<file path="config.mk">
export PLATFORM = sky130hd
export DESIGN_NAME = cr_prefix_pfq_flat
export DESIGN_NICKNAME = d
export VERILOG_FILES = /design/src/rtl/cr_prefix_pfq_pkg.sv /design/src/rtl/cr_prefix_pfq_if.sv /design/src/rtl/cr_prefix_pfq_fifo.sv /design/src/rtl/cr_prefix_pfq.sv /design/src/flat_wrapper.sv
export SDC_FILE = /design/constraint.sdc
export NUM_CORES = 1
export LEC_CHECK = 0
export ABC_AREA = 1
export BUFFER_PORTS_ARGS = -buffer_cell sky130_fd_sc_hd__buf_2
export CAP_MARGIN = 20
export CORE_MARGIN = 3
export CORE_UTILIZATION = 50
export CTS_CLUSTER_DIAMETER = 200
export DETAILED_ROUTE_END_ITERATION = 6
export GPL_TIMING_DRIVEN = 0
export PLACE_DENSITY_LB_ADDON = 0.15
export REMOVE_ABC_BUFFERS = 1
export SLEW_MARGIN = 30
export SYNTH_ARGS = -nofsm -noshare
export SYNTH_HDL_FRONTEND = slang
export SYNTH_SLANG_ARGS = --single-unit
</file>
<file path="constraint.sdc">
create_clock -name clk -period 5.7 [get_ports clk]
set_input_delay 0 -clock clk [delete_from_list [all_inputs] [get_ports clk]]
set_output_delay 0 -clock clk [all_outputs]
set_load 0.02 [all_outputs]
</file>
<file path="src/rtl/cr_prefix_pfq_pkg.sv">
`default_nettype none
// ============================================================================
// Module   : cr_prefixPKG
// Purpose  : Shared types and constants for the prefix-number queue.
//            pf_entry_t is the 9-bit queue entry: an error flag plus an
//            8-bit payload that holds either a zipline error code or a
//            zero-extended 6-bit prefix number.
// Revision : 1.0 - initial release
// ============================================================================
package cr_prefixPKG;

    localparam int PFQ_ERR_CNT_W = 16;
    localparam int PF_ENTRY_W    = 9;

    typedef struct packed {
        logic [1:0] rsvd;
        logic [5:0] prefix_num;
    } pf_pfx_t;

    // Error code and prefix number share the same 8 payload bits.
    typedef union packed {
        logic [7:0] code;
        pf_pfx_t    pfx;
    } pf_payload_t;

    typedef struct packed {
        logic        err;
        pf_payload_t payload;
    } pf_entry_t;

    // Build a queue entry from a match-engine result.
    function automatic pf_entry_t pf_encode(input logic       err,
                                            input logic [7:0] code,
                                            input logic [5:0] prefix_num);
        pf_entry_t e;
        e.err = err;
        if (err) begin
            e.payload.code = code;
        end else begin
            e.payload.pfx.rsvd       = 2'b00;
            e.payload.pfx.prefix_num = prefix_num;
        end
        return e;
    endfunction

endpackage : cr_prefixPKG
`default_nettype wire

</file>
<file path="src/rtl/cr_prefix_pfq_if.sv">
`default_nettype none
// ============================================================================
// Module   : cr_prefix_pfq_if
// Purpose  : Result-in / prefix-out channel bundle of the prefix queue.
//            master : the environment (match engine + output controller)
//            slave  : the queue itself
// Signals  : res_valid/res_ready/res_error/res_err_code/res_prefix_num
//            pf_data/pf_empty/pf_aempty/pf_ren
// Revision : 1.0 - initial release
// ============================================================================
interface cr_prefix_pfq_if;
    import cr_prefixPKG::*;

    logic                  res_valid;
    logic                  res_ready;
    logic                  res_error;
    logic [7:0]            res_err_code;
    logic [5:0]            res_prefix_num;
    logic [PF_ENTRY_W-1:0] pf_data;
    logic                  pf_empty;
    logic                  pf_aempty;
    logic                  pf_ren;

    modport master (
        output res_valid, res_error, res_err_code, res_prefix_num, pf_ren,
        input  res_ready, pf_data, pf_empty, pf_aempty
    );

    modport slave (
        input  res_valid, res_error, res_err_code, res_prefix_num, pf_ren,
        output res_ready, pf_data, pf_empty, pf_aempty
    );

endinterface : cr_prefix_pfq_if
`default_nettype wire

</file>
<file path="src/rtl/cr_prefix_pfq_fifo.sv">
`default_nettype none
// ============================================================================
// Module   : cr_prefix_pfq_fifo
// Purpose  : Parameterised first-word-fall-through FIFO. Pointers carry one
//            extra MSB so full and empty are distinguished without a
//            separate counter. Flush zeroes both pointers and discards any
//            same-cycle write or read.
// Ports    : clk, rst_n        clock, async active-low reset
//            wr_en_i/wr_data_i write request (ignored when full)
//            rd_en_i           pop request (ignored when empty)
//            flush_i           synchronous flush
//            rd_data_o         head entry, 0 when empty
//            empty_o/full_o    status from registered pointers
//            count_o           current occupancy
//            count_nxt_o       occupancy after this edge
// Revision : 1.0 - initial release
// ============================================================================
module cr_prefix_pfq_fifo #(
    parameter int DEPTH = 8,      // power of two, >= 2
    parameter int WIDTH = 9
) (
    input  wire logic                       clk,
    input  wire logic                       rst_n,
    input  wire logic                       wr_en_i,
    input  wire logic [WIDTH-1:0]           wr_data_i,
    input  wire logic                       rd_en_i,
    input  wire logic                       flush_i,
    output logic      [WIDTH-1:0]           rd_data_o,
    output logic                            empty_o,
    output logic                            full_o,
    output logic      [$clog2(DEPTH):0]     count_o,
    output logic      [$clog2(DEPTH):0]     count_nxt_o
);

    localparam int AW = $clog2(DEPTH);
    localparam logic [AW:0] FULL_CNT = (AW+1)'(DEPTH);

    logic [WIDTH-1:0] mem_q [DEPTH];
    logic [AW:0]      wr_ptr_q, wr_ptr_d;
    logic [AW:0]      rd_ptr_q, rd_ptr_d;
    logic             wr_fire;
    logic             rd_fire;

    assign count_o = wr_ptr_q - rd_ptr_q;
    assign empty_o = (count_o == '0);
    assign full_o  = (count_o == FULL_CNT);

    assign wr_fire = wr_en_i & ~full_o  & ~flush_i;
    assign rd_fire = rd_en_i & ~empty_o & ~flush_i;

    always_comb begin
        wr_ptr_d = wr_ptr_q + {{AW{1'b0}}, wr_fire};
        rd_ptr_d = rd_ptr_q + {{AW{1'b0}}, rd_fire};
        if (flush_i) begin
            wr_ptr_d = '0;
            rd_ptr_d = '0;
        end
    end

    assign count_nxt_o = wr_ptr_d - rd_ptr_d;

    always_ff @(posedge clk or negedge rst_n) begin
        if (!rst_n) begin
            wr_ptr_q <= '0;
            rd_ptr_q <= '0;
        end else begin
            wr_ptr_q <= wr_ptr_d;
            rd_ptr_q <= rd_ptr_d;
        end
    end

    // Storage is not reset; stale contents are masked by empty_o.
    always_ff @(posedge clk) begin
        if (wr_fire) begin
            mem_q[wr_ptr_q[AW-1:0]] <= wr_data_i;
        end
    end

    assign rd_data_o = empty_o ? '0 : mem_q[rd_ptr_q[AW-1:0]];

endmodule : cr_prefix_pfq_fifo
`default_nettype wire

</file>
<file path="src/rtl/cr_prefix_pfq.sv">
`default_nettype none
// ============================================================================
// Module   : cr_prefix_pfq
// Purpose  : Prefix-number queue between the prefix match engine and the
//            prefix output controller. Encodes each result into a 9-bit
//            entry, buffers it in an FWFT FIFO and keeps sticky/debug state.
// Ports    : clk, rst_n    clock, async active-low reset
//            pf_if         result input and pf_* output channel (slave)
//            pfq_flush     drop queued entries (next cycle empty)
//            pfq_clr       clear uflow/err_cnt, reload hwm
//            pfq_uflow     sticky: pop seen while empty
//            pfq_hwm       maximum occupancy since reset/clear
//            pfq_err_cnt   saturating count of accepted error entries
// Revision : 1.0 - initial release
// ============================================================================
module cr_prefix_pfq
    import cr_prefixPKG::*;
#(
    parameter int DEPTH      = 8,     // power of two, >= 2
    parameter int AEMPTY_LVL = 1
) (
    input  wire logic                        clk,
    input  wire logic                        rst_n,
    cr_prefix_pfq_if.slave                   pf_if,
    input  wire logic                        pfq_flush,
    input  wire logic                        pfq_clr,
    output logic                             pfq_uflow,
    output logic      [$clog2(DEPTH):0]      pfq_hwm,
    output logic      [PFQ_ERR_CNT_W-1:0]    pfq_err_cnt
);

    localparam int AW = $clog2(DEPTH);
    localparam logic [AW:0] AEMPTY_THR = (AW+1)'(AEMPTY_LVL);

    pf_entry_t                w_entry;
    logic                     w_full;
    logic                     w_empty;
    logic [AW:0]              w_count;
    logic [AW:0]              w_count_nxt;
    logic                     w_err_wr;

    logic                     uflow_q, uflow_d;
    logic [AW:0]              hwm_q, hwm_d;
    logic [PFQ_ERR_CNT_W-1:0] err_cnt_q, err_cnt_d;

    assign w_entry = pf_encode(pf_if.res_error, pf_if.res_err_code,
                               pf_if.res_prefix_num);

    cr_prefix_pfq_fifo #(
        .DEPTH (DEPTH),
        .WIDTH (PF_ENTRY_W)
    ) u_fifo (
        .clk         (clk),
        .rst_n       (rst_n),
        .wr_en_i     (pf_if.res_valid),
        .wr_data_i   (w_entry),
        .rd_en_i     (pf_if.pf_ren),
        .flush_i     (pfq_flush),
        .rd_data_o   (pf_if.pf_data),
        .empty_o     (w_empty),
        .full_o      (w_full),
        .count_o     (w_count),
        .count_nxt_o (w_count_nxt)
    );

    // Ready depends only on registered occupancy: a pop at full does not
    // open the queue until the following cycle.
    assign pf_if.res_ready = ~w_full;
    assign pf_if.pf_empty  = w_empty;
    assign pf_if.pf_aempty = (w_count <= AEMPTY_THR);

    // An error write counts only if it actually lands in the FIFO.
    assign w_err_wr = pf_if.res_valid & ~w_full & ~pfq_flush & pf_if.res_error;

    always_comb begin
        uflow_d   = uflow_q | (pf_if.pf_ren & w_empty);
        err_cnt_d = err_cnt_q;
        if (w_err_wr && (err_cnt_q != '1)) begin
            err_cnt_d = err_cnt_q + 1'b1;
        end
        hwm_d = (w_count_nxt > hwm_q) ? w_count_nxt : hwm_q;

        // Clear takes priority: same-cycle events are intentionally lost.
        // The high-water mark restarts from the pre-edge occupancy, or from
        // zero when the queue is being flushed at the same time.
        if (pfq_clr) begin
            uflow_d   = 1'b0;
            err_cnt_d = '0;
            hwm_d     = pfq_flush ? '0 : w_count;
        end
    end

    always_ff @(posedge clk or negedge rst_n) begin
        if (!rst_n) begin
            uflow_q   <= 1'b0;
            hwm_q     <= '0;
            err_cnt_q <= '0;
        end else begin
            uflow_q   <= uflow_d;
            hwm_q     <= hwm_d;
            err_cnt_q <= err_cnt_d;
        end
    end

    assign pfq_uflow   = uflow_q;
    assign pfq_hwm     = hwm_q;
    assign pfq_err_cnt = err_cnt_q;

endmodule : cr_prefix_pfq
`default_nettype wire

</file>
<file path="src/flat_wrapper.sv">
// flat-port wrapper written by rule: the top's interface ports become plain ports
module cr_prefix_pfq_flat import cr_prefixPKG::*;
#(
    parameter int DEPTH      = 8,                          
    parameter int AEMPTY_LVL = 1
)
  (clk, rst_n, pfq_flush, pfq_clr, pfq_uflow, pfq_hwm, pfq_err_cnt, pf_if_res_valid, pf_if_res_error, pf_if_res_err_code, pf_if_res_prefix_num, pf_if_pf_ren, pf_if_res_ready, pf_if_pf_data, pf_if_pf_empty, pf_if_pf_aempty);
  cr_prefix_pfq_if pf_if_i ();
  input  wire logic clk;
  input  wire logic rst_n;
  input  wire logic pfq_flush;
  input  wire logic pfq_clr;
  output logic pfq_uflow;
  output logic      [$clog2(DEPTH):0] pfq_hwm;
  output logic      [PFQ_ERR_CNT_W-1:0] pfq_err_cnt;
  input wire logic [$bits(pf_if_i.res_valid)-1:0] pf_if_res_valid;
  input wire logic [$bits(pf_if_i.res_error)-1:0] pf_if_res_error;
  input wire logic [$bits(pf_if_i.res_err_code)-1:0] pf_if_res_err_code;
  input wire logic [$bits(pf_if_i.res_prefix_num)-1:0] pf_if_res_prefix_num;
  input wire logic [$bits(pf_if_i.pf_ren)-1:0] pf_if_pf_ren;
  output wire logic [$bits(pf_if_i.res_ready)-1:0] pf_if_res_ready;
  output wire logic [$bits(pf_if_i.pf_data)-1:0] pf_if_pf_data;
  output wire logic [$bits(pf_if_i.pf_empty)-1:0] pf_if_pf_empty;
  output wire logic [$bits(pf_if_i.pf_aempty)-1:0] pf_if_pf_aempty;
  assign pf_if_i.res_valid = pf_if_res_valid;
  assign pf_if_i.res_error = pf_if_res_error;
  assign pf_if_i.res_err_code = pf_if_res_err_code;
  assign pf_if_i.res_prefix_num = pf_if_res_prefix_num;
  assign pf_if_i.pf_ren = pf_if_pf_ren;
  assign pf_if_res_ready = pf_if_i.res_ready;
  assign pf_if_pf_data = pf_if_i.pf_data;
  assign pf_if_pf_empty = pf_if_i.pf_empty;
  assign pf_if_pf_aempty = pf_if_i.pf_aempty;
  cr_prefix_pfq #(.DEPTH(DEPTH), .AEMPTY_LVL(AEMPTY_LVL)) u_core (.clk(clk), .rst_n(rst_n), .pf_if(pf_if_i), .pfq_flush(pfq_flush), .pfq_clr(pfq_clr), .pfq_uflow(pfq_uflow), .pfq_hwm(pfq_hwm), .pfq_err_cnt(pfq_err_cnt));
endmodule
</file>
==> key figures <==
Placed design
  • Gpl congestion: 0.806
  • IO Port Bufs: 53
  • Worst slack at placement: -399 ps
  • Detailed placer's ending HPWL: 6890 um

Job
  • Max-cap violations: 0

Clocking
  • CTS tree: done
  • H-tree level count: 3
  • Clock sink count: 101
  • CTS root buf: clkbuf_8
  • CTS Buf Count: 9
  • Worst-skew pair later-pin latency: 370 ps
  • Clock buffer depth: 2
  • Register clock-pin slew on the reported worst setup and hold paths: 100 ps

Floorplanning
  • Starting density of the core: 52.1%
  • Die area: 11,600 um2
  • Core area: 9910 um2
  • Width of the die: 108 um
  • Ports: 54
  • Row cnt: 36
  • Die Ht: 108 um

GRT
  • Vias in the first global route: 3,560
  • Global-route wire length before repair: 17,300 um
  • Pin count of the biggest net entering global routing: 37
  • Overall routing resource usage: 19.6%
  • Initial antenna violation count: 0
  • Grt total ovfl: 0

Critical path
  • Crit end category: flop
  • CP Class: reg2reg
  • Worst path max stage delay: 600 ps
  • Cell mode on critical path: nand2_1
  • CP arrival: 5320 ps
  • Crit-path max FO: 14
  • CP Data Required Time: 6000 ps
  • Slowest cell on crit path: dfrtp_2
  • Crit path launch type: flop

Detailed routing
  • Vias per cell: 5.17
  • DRT antenna net count: 0
  • Top layer in use: met4
  • Initial DRC Count: 195
  • DRC errors left: 0
  • Met2 wire length: 5120 um
  • WL final: 10,500 um
  • Wire per inst: 14.8 um
  • Met3 WL post-DR: 619 um
  • Met1 WL: 4650 um
  • Via count: 3,673
  • DRT Pass-1 Iters: 4

Final layout
  • Area growth syn-to-layout: 12.0%
  • Fin util: 58.3%
  • Share of cells above drive strength 1: 20.4%
  • Diode count: 0
  • Final net count: 611

Logic synthesis
  • Share of synthesized registers carrying an async set or reset: 28.7%
  • Synth top area share: 41.9%
  • Number of synthesized flops with an enable pin: 72
  • Register area share after synthesis: 56.0%
  • Synth Cell Area: 5160 um2
  • Commonest cells in the netlist: nand2_1 (93), inv_1 (75), edfxtp_1 (72)
  • Synth area leaders: edfxtp_1 (42%), dfrtp_1 (14%), nand2_1 (6.8%)
  • Most common cell in the netlist: nand2_1
  • Dominant register cell in the synthesized netlist: edfxtp_1
  • Post-synthesis instance total: 521
  • Flops & latches, synth: 101
  • Mapped Avg Cell Area: 9.90 um2
  • Syn. warnings: 0
  • Yosys top cell by area: edfxtp_1
  • Synth cell types: 33

STA
  • Final setup skew: 16.4 ps
  • Hold slack: 27.5 ps
  • Minimum clock period: 5020 ps
  • Slew HR: 42.3%
  • Final setup viols: 0
  • Final hold violations: 0
  • Setup WS post-layout: 679 ps
  • Final-report max-slew violation count: 0
  • RSZ-0062 raised after global routing: no
  • Fmax: 199 MHz
  • Period utilization: 88.1%
  • Worst Max-Slew Pin Slew: 862 ps

Power
  • Peak VDD IR: 248 uV
  • Leak pwr: 0.00264 uW
  • PwrDens: 313 nW/um2

Status
  • Status: completed

Min path
  • Worst hold-check path type: in2reg
-- per-stage QoR --
step | cells | power (uW) | setup TNS, ps | cell area [um2]
floorplan | 504 | 1220 | 0 | 5060
global placement | 690 | 1370 | -994 | 5500
detailed placement | 691 | 1390 | -1470 | 5540
CTS | 711 | 1820 | 0 | 5760
global route | 711 | 1930 | 0 | 5780
finish | 711 | 1810 | 0 | 5780
-- path summary, 6_finish.rpt --
path,start,end,slack (ps),cells past startpoint
setup / recovery,u_core.u_fifo.rd_ptr_q[2]$_DFF_PN0_,u_core.pfq_hwm[3]$_DFFE_PN0P_,680,30
hold / removal,pf_if_res_prefix_num[2],u_core.u_fifo.mem_q[5][2]$_DFFE_PP_,30,2
setup reg to reg,u_core.u_fifo.rd_ptr_q[2]$_DFF_PN0_,u_core.pfq_hwm[3]$_DFFE_PN0P_,680,30
hold reg to reg,u_core.pfq_err_cnt[1]$_DFFE_PN0P_,u_core.pfq_err_cnt[1]$_DFFE_PN0P_,570,2
max in group asynchronous,rst_n,u_core.u_fifo.rd_ptr_q[1]$_DFF_PN0_,5010,2
min in group asynchronous,rst_n,u_core.pfq_err_cnt[9]$_DFFE_PN0P_,200,2
-- flip-flops by register name, indices dropped and copies added, names as in the netlist --
name                    count
u_core.u_fifo.rd_ptr_q      4
u_core.pfq_err_cnt         16
u_core.u_fifo.wr_ptr_q      4
u_core.pfq_uflow            1
u_core.u_fifo.mem_q        72
u_core.pfq_hwm              4
-- layout make-up --
class	instances	area (um2)
fillers	868	4130
flip-flops and latches	101	2890
multi-input cells	324	1900
repair buffers	58	333
inverters	79	303
well taps	133	166
clock buffers	10	128
clock inverters	6	55.1
-- where the power goes --
group	internal (uW)	switching [uW]	leakage, uW
Combinational	191	328	0.00150
Clock	168	260	0.0000934
Sequential	822	37.7	0.00104
-- layout by cell type (no fill, tap or decap), types with 11 or more instances in the layout --
| cell | n |
|---|---|
| buf_2 | 53 |
| dfrtp_1 | 26 |
| nand3_1 | 52 |
| o21ai_0 | 39 |
| nor2_1 | 27 |
| ha_1 | 15 |
| edfxtp_1 | 72 |
| mux2_2 | 24 |
| xor2_1 | 11 |
| nand2_1 | 92 |
| a21oi_1 | 27 |
| inv_1 | 75 |
-- per-layer routing --
layer	up-vias	global-route usage [%]
li1	1849	-
met1	1723	24.6
met2	86	33.9
met3	15	4.14
met4	0	5.95
met5	-	0
-- cells by family after synthesis --
family	synth area share [%]
AOI/OAI and AO/OA	6.99
xor gates and xnor gates	2.55
adders and majority gates	4.41
buffers and inverters	7.57
DFF	56.0
muxes	5.24
and+or+nand+nor	17.3
-- critical path, delay by kind of cell, from the launching register on --
kind	cells	cell delay, ps
and+or+nand+nor	16	1790
adders and majority gates	5	1450
DFF	1	600
buffers and inverters	5	560
AOI/OAI and AO/OA	4	550
-- repair_timing --
action	4_1_cts	5_1_grt
gates cloned	0	0
pin swaps	0	0
resized for setup	2	4
hold buffers	4	0
setup buffers	0	0
endpoints found under the setup margin	4	4
hold endpoints to repair	33	0
(Power assumes the default switching activity.)
